--- src/rtl/mem_wb_stage_if.sv ---
// Data-memory port of the MEM/WB stage: request fields out, load data and
// completion handshake back.
interface mem_wb_stage_if;
    logic        dmem_en;
    logic        dmem_wrEn;
    logic [0:31] dmem_addr;
    logic [0:63] dmem_dout;
    logic [0:63] dmem_din;
    logic        dmem_ready;

    modport master (
        output dmem_en, dmem_wrEn, dmem_addr, dmem_dout,
        input  dmem_din, dmem_ready
    );

    modport slave (
        input  dmem_en, dmem_wrEn, dmem_addr, dmem_dout,
        output dmem_din, dmem_ready
    );
endinterface

--- src/rtl/mem_wb_stage.sv ---
// Memory/write-back stage: ALU results pass straight to the register-file
// write port; loads and stores wait on the data-memory handshake with a
// bounded wait and a sticky timeout flag.
module mem_wb_stage #(
    parameter int unsigned TIMEOUT = 255
) (
    input  logic           clk,
    input  logic           reset,
    input  logic           ex_valid,
    input  logic           ex_wrEn,
    input  logic           ex_is_load,
    input  logic           ex_is_store,
    input  logic [0:4]     ex_rD,
    input  logic [0:2]     ex_ppp,
    input  logic [0:63]    ex_alu,
    input  logic [0:63]    ex_st_data,
    output logic           stall,
    mem_wb_stage_if.master dmem,
    output logic           wb_wrEn,
    output logic [0:4]     wb_rD,
    output logic [0:2]     wb_ppp,
    output logic [0:63]    wb_data,
    output logic           mem_err
);

    typedef enum logic {
        IDLE,
        MEM_WAIT
    } state_t;

    // Counter value seen during the last permitted wait cycle.
    localparam logic [7:0] LAST_WAIT = 8'(TIMEOUT - 1);

    state_t     state;
    state_t     next_state;
    logic [7:0] wait_cnt;
    logic       req_wrEn;
    logic       req_is_load;
    logic [0:4] req_rD;
    logic [0:2] req_ppp;
    logic       is_mem_op;
    logic       accept;
    logic       done;
    logic       abort;

    assign is_mem_op = ex_is_load | ex_is_store;

    // State register; reset drops any in-flight request.
    always_ff @(posedge clk or negedge reset) begin
        if (!reset) begin
            state <= IDLE;
        end else begin
            state <= next_state;
        end
    end

    // Next state, accept/complete/abort decode and the combinational stall.
    always_comb begin
        next_state = state;
        accept     = 1'b0;
        done       = 1'b0;
        abort      = 1'b0;
        stall      = 1'b0;
        case (state)
            IDLE: begin
                if (ex_valid && is_mem_op) begin
                    accept     = 1'b1;
                    next_state = MEM_WAIT;
                end
            end
            MEM_WAIT: begin
                if (dmem.dmem_ready) begin
                    done       = 1'b1;
                    next_state = IDLE;
                end else if (wait_cnt == LAST_WAIT) begin
                    abort      = 1'b1;
                    next_state = IDLE;
                end
            end
            default: next_state = IDLE;
        endcase
        stall = reset && ((state == MEM_WAIT) || accept);
    end

    // Request capture, memory port, wait counter and write-back registers.
    always_ff @(posedge clk or negedge reset) begin
        if (!reset) begin
            wait_cnt       <= '0;
            req_wrEn       <= 1'b0;
            req_is_load    <= 1'b0;
            req_rD         <= '0;
            req_ppp        <= '0;
            mem_err        <= 1'b0;
            wb_wrEn        <= 1'b0;
            wb_rD          <= '0;
            wb_ppp         <= '0;
            wb_data        <= '0;
            dmem.dmem_en   <= 1'b0;
            dmem.dmem_wrEn <= 1'b0;
            dmem.dmem_addr <= '0;
            dmem.dmem_dout <= '0;
        end else begin
            case (state)
                IDLE: begin
                    if (accept) begin
                        req_wrEn       <= ex_wrEn;
                        req_is_load    <= ex_is_load;
                        req_rD         <= ex_rD;
                        req_ppp        <= ex_ppp;
                        wait_cnt       <= '0;
                        wb_wrEn        <= 1'b0;
                        dmem.dmem_en   <= 1'b1;
                        dmem.dmem_wrEn <= ~ex_is_load;
                        dmem.dmem_addr <= ex_alu[32:63];
                        dmem.dmem_dout <= ex_st_data;
                    end else if (ex_valid) begin
                        wb_wrEn <= ex_wrEn;
                        wb_rD   <= ex_rD;
                        wb_ppp  <= ex_ppp;
                        wb_data <= ex_alu;
                    end else begin
                        wb_wrEn <= 1'b0;
                    end
                end
                MEM_WAIT: begin
                    wb_wrEn <= 1'b0;
                    if (done) begin
                        dmem.dmem_en <= 1'b0;
                        if (req_is_load) begin
                            wb_wrEn <= req_wrEn;
                            wb_rD   <= req_rD;
                            wb_ppp  <= req_ppp;
                            wb_data <= dmem.dmem_din;
                        end
                    end else if (abort) begin
                        dmem.dmem_en <= 1'b0;
                        mem_err      <= 1'b1;
                    end else begin
                        wait_cnt <= wait_cnt + 8'd1;
                    end
                end
                default: ;
            endcase
        end
    end

endmodule

--- src/flat_wrapper.sv ---
// flat-port wrapper written by rule: the top's interface ports become plain ports
module mem_wb_stage_flat 
#(
    parameter int unsigned TIMEOUT = 255
)
  (clk, reset, ex_valid, ex_wrEn, ex_is_load, ex_is_store, ex_rD, ex_ppp, ex_alu, ex_st_data, stall, wb_wrEn, wb_rD, wb_ppp, wb_data, mem_err, dmem_dmem_en, dmem_dmem_wrEn, dmem_dmem_addr, dmem_dmem_dout, dmem_dmem_din, dmem_dmem_ready);
  mem_wb_stage_if dmem_i ();
  input  logic clk;
  input  logic reset;
  input  logic ex_valid;
  input  logic ex_wrEn;
  input  logic ex_is_load;
  input  logic ex_is_store;
  input  logic [0:4] ex_rD;
  input  logic [0:2] ex_ppp;
  input  logic [0:63] ex_alu;
  input  logic [0:63] ex_st_data;
  output logic stall;
  output logic wb_wrEn;
  output logic [0:4] wb_rD;
  output logic [0:2] wb_ppp;
  output logic [0:63] wb_data;
  output logic mem_err;
  output wire logic [$bits(dmem_i.dmem_en)-1:0] dmem_dmem_en;
  output wire logic [$bits(dmem_i.dmem_wrEn)-1:0] dmem_dmem_wrEn;
  output wire logic [$bits(dmem_i.dmem_addr)-1:0] dmem_dmem_addr;
  output wire logic [$bits(dmem_i.dmem_dout)-1:0] dmem_dmem_dout;
  input wire logic [$bits(dmem_i.dmem_din)-1:0] dmem_dmem_din;
  input wire logic [$bits(dmem_i.dmem_ready)-1:0] dmem_dmem_ready;
  assign dmem_dmem_en = dmem_i.dmem_en;
  assign dmem_dmem_wrEn = dmem_i.dmem_wrEn;
  assign dmem_dmem_addr = dmem_i.dmem_addr;
  assign dmem_dmem_dout = dmem_i.dmem_dout;
  assign dmem_i.dmem_din = dmem_dmem_din;
  assign dmem_i.dmem_ready = dmem_dmem_ready;
  mem_wb_stage #(.TIMEOUT(TIMEOUT)) u_core (.clk(clk), .reset(reset), .ex_valid(ex_valid), .ex_wrEn(ex_wrEn), .ex_is_load(ex_is_load), .ex_is_store(ex_is_store), .ex_rD(ex_rD), .ex_ppp(ex_ppp), .ex_alu(ex_alu), .ex_st_data(ex_st_data), .stall(stall), .dmem(dmem_i), .wb_wrEn(wb_wrEn), .wb_rD(wb_rD), .wb_ppp(wb_ppp), .wb_data(wb_data), .mem_err(mem_err));
endmodule
--- config.mk ---
export PLATFORM = sky130hd
export DESIGN_NAME = mem_wb_stage_flat
export DESIGN_NICKNAME = d
export VERILOG_FILES = /design/src/rtl/mem_wb_stage_if.sv /design/src/rtl/mem_wb_stage.sv /design/src/flat_wrapper.sv
export SDC_FILE = /design/constraint.sdc
export NUM_CORES = 1
export LEC_CHECK = 0
export CAP_MARGIN = 20
export CORE_AREA = 2 2 147 149
export CTS_CLUSTER_DIAMETER = 40
export DETAILED_ROUTE_END_ITERATION = 8
export DIE_AREA = 0 0 149 151
export PLACE_DENSITY = 0.82
export SYNTH_ARGS = -nofsm -noshare
export SYNTH_HDL_FRONTEND = slang
export SYNTH_SLANG_ARGS = --single-unit
--- constraint.sdc ---
create_clock -name clk -period 1.95 [get_ports clk]
set_clock_uncertainty 0.1 [all_clocks]
set_input_delay 0.2925 -clock clk [delete_from_list [all_inputs] [get_ports clk]]
set_output_delay 0.2925 -clock clk [all_outputs]
set_load 0.05 [all_outputs]
==> summary.txt <==
status - complete, no violations
most common cell in the netlist - nand2_1
Top FF cell, synth - dfrtp_1
DIE HEIGHT - 151 µm
Seq/Total Area, Yosys - 58.46%
# setup viols final - 0
cell internal pwr - 9212 µW
Sequential Power Share - 33.3%
grt ovf - 0
Comb power frac - 46.8%
ys async rst share - 100.0%
total power - 17130 µW
syn_area_per_cell - 9.946 µm²
Die Wd - 149 µm
Sink Count - 191
row cnt - 53
beginning of the worst hold path - ex_st_data[48]
pin count of the biggest net entering global routing - 74
number of global-route vias before repair - 7050
GRT Max-Usage Layer - met2
CTS max path bufs - 2
Final Max Tran Viols - 0
Syn-to-layout area delta - 55.05%
crit path launch type - register
cell count after synthesis - 822
total wire length - 24660 µm
CP endpoint kind - primary output
core area - 20820 µm²
grt met3 use - 6.145%
clock transition at the registers of the reported paths - 0.08 ns
drt wl/cell - 16.64 µm
Crit Path Max Fanout - 18
first drt pass iteration count - 5
Tot GR Track Use - 21.55%
clock root cell - clkbuf_16
layout cells sized above 1 - 14.50%
P_leak - 0.006083 µW
Worst setup startpoint - u_core.state
latest clock arrival within the worst-skew pair - 0.42 ns
via count - 7025
vias per inst - 4.740
maximum VDD drop - 0.0006400 V
post-synth top area share - 58.46%
Synth area leaders - dfrtp_1, nand2_1, mux2i_1
Boundary Pins - 380
CTS Buf Count - 17
DIE AREA - 22500 µm²
H-tree levels - 4
setup bufs post-CTS - 0
Max-Cap Viols - 0
R2R Setup Slk - 0.11 ns
crit path DAT - 1.47 ns
DP Wirelength - 18220 µm
Sw Share - 46.22%
Setup CP Type - register to primary output
reg2reg start - u_core.state
fin nets - 1404
Synth warnings - 0
I/O Buffers - 379
routing usage on met1 - 26.55%
Synth cell types - 26
met2 Use GR - 36.68%
hold crit path type - primary input to register
P_sw - 7919 µW
DRC viols - 0
fmax - 0.5365 GHz
worst slew pin tran - 0.5349 ns
Mapped Nets - 1031
synthesis-stage register bit count - 191
pwr/cell area - 1351 nW/µm²
Clock Power Share - 19.9%
commonest cells in the netlist - nand2_1, dfrtp_1, nor2_1
Initial Utilization - 39.26%
area leader, netlist - dfrtp_1
Iter 0 DRT Violations - 339
Worst Path Required - 1.56 ns
Placer Congestion - 0.7784
crit path time final - 1.864 ns
CTS tree - built
initial antenna violation count - 0
Hold Vio Cnt, Final - 0
Post-synth EDFFs - 0
crit share post-route - 95.58%
unrepaired setup endpoints after global routing - false
global-route wire length before repair - 37760 µm
ant diodes - 0
mapped cell area - 8175 µm²
Fin Setup TNS - 0 ns
Final ANT Viol Nets - 0
Max-Slew Margin vs Limit - 64.20%
## per-stage QoR
step | instances | hold WS, ns | utilization [%] | setup WS [ns] | area [µm²]
6_report | 1482 | 0.2872 | 60.88 | 0.08618 | 12680
5_1_grt | 1482 | 0.2818 | 60.88 | 0.01456 | 12680
4_1_cts | 1482 | 0.2660 | 60.86 | 0.06518 | 12670
3_5_place_dp | 1451 | 0.2354 | 58.87 | -0.07932 | 12260
3_3_place_gp | 1451 | 0.2378 | 58.87 | -0.02016 | 12260
2_1_floorplan | 822 | -0.1031 | - | 0.2658 | 8175
## critical path, cell delays in order (launching register included)
cell and delay (ns):
dfrtp_4 0.63, o21a_1 0.27, buf_12 0.15
## power by group through the flow
stage / combinational [µW] / sequential (µW) / clock (µW)
2_1_floorplan: 1720 / 9410 / 0
3_3_place_gp: 8460 / 5730 / 0
3_5_place_dp: 8580 / 5780 / 0
4_1_cts: 8100 / 5720 / 3480
5_1_grt: 8440 / 5850 / 3630
6_report: 8030 / 5700 / 3400
## path summary, 6_finish.rpt
kind                                              to  cells past startpoint
setup / recovery                               stall                      2
hold / removal             u_core.dmem.dmem_dout[48]                      3
setup reg to reg                   u_core.wb_data[3]                      5
hold reg to reg            u_core.dmem.dmem_addr[31]                      2
max in group asynchronous  u_core.dmem.dmem_dout[26]                      4
min in group asynchronous         u_core.wb_data[11]                      3
## cell type report
cell class,count,area [µm²]
clock buffers,18,429.2
multi-input cells,581,3112
clock inverters,13,132.6
inverters,1,3.754
flip-flops and latches,191,4783
repair buffers,403,3871
fillers,1803,8147
well taps,275,344.1
## flip-flops by register name, summed over array words and instances (netlist names), 3 cells and up
register               count
u_core.dmem.dmem_dout     64
u_core.wb_data            64
u_core.dmem.dmem_addr     32
u_core.wait_cnt            8
u_core.req_rD              5
u_core.wb_rD               5
u_core.req_ppp             3
u_core.wb_ppp              3
## kinds of logic (layout without fill, tap and decap cells)
kind of cell             Yosys count  count (layout)  share of synthesized area (%)
flip-flops                       191             191                          58.46
buffers and inverters             50             435                          3.826
AO/OA/AOI/OAI                     94              94                          9.091
adder cells (fa/ha/maj)            2               2                         0.3060
AND/OR/NAND/NOR                  413             413                          19.50
multiplexers                      72              72                          8.815
## what timing repair did
item | 4_1_cts | 5_1_grt
hold buffers | 1 | 0
gates resized for setup | 119 | 1
endpoints found under the hold margin | 49 | 0
endpoints found under the setup margin | 120 | 1
## per-layer routing
metal / vias up / share of wire [%]
met5: - / 0
met4: 0 / 2.2
met3: 33 / 8.1
met2: 273 / 50
met1: 3314 / 40
li1: 3405 / -
## layout by cell type (no fill, tap or decap), types with 2 or more instances in the layout
| master | instances |
|---|---|
| a21oi_1 | 12 |
| a21oi_2 | 60 |
| buf_12 | 14 |
| buf_4 | 63 |
| clkbuf_16 | 17 |
| clkdlybuf4s50_1 | 205 |
| clkinv_2 | 2 |
| clkinvlp_4 | 4 |
| dfrtp_1 | 190 |
| dlygate4sd2_1 | 119 |
| ha_1 | 2 |
| inv_6 | 2 |
| inv_8 | 4 |
| mux2i_1 | 72 |
| nand2_1 | 322 |
| nand3_1 | 7 |
| nand4_1 | 3 |
| nor2_1 | 74 |
| nor2b_4 | 2 |
| o211ai_1 | 6 |
| o21a_1 | 2 |
| o21ai_0 | 5 |
| o31ai_1 | 5 |
Note: power is estimated with default switching activity, not from simulation.
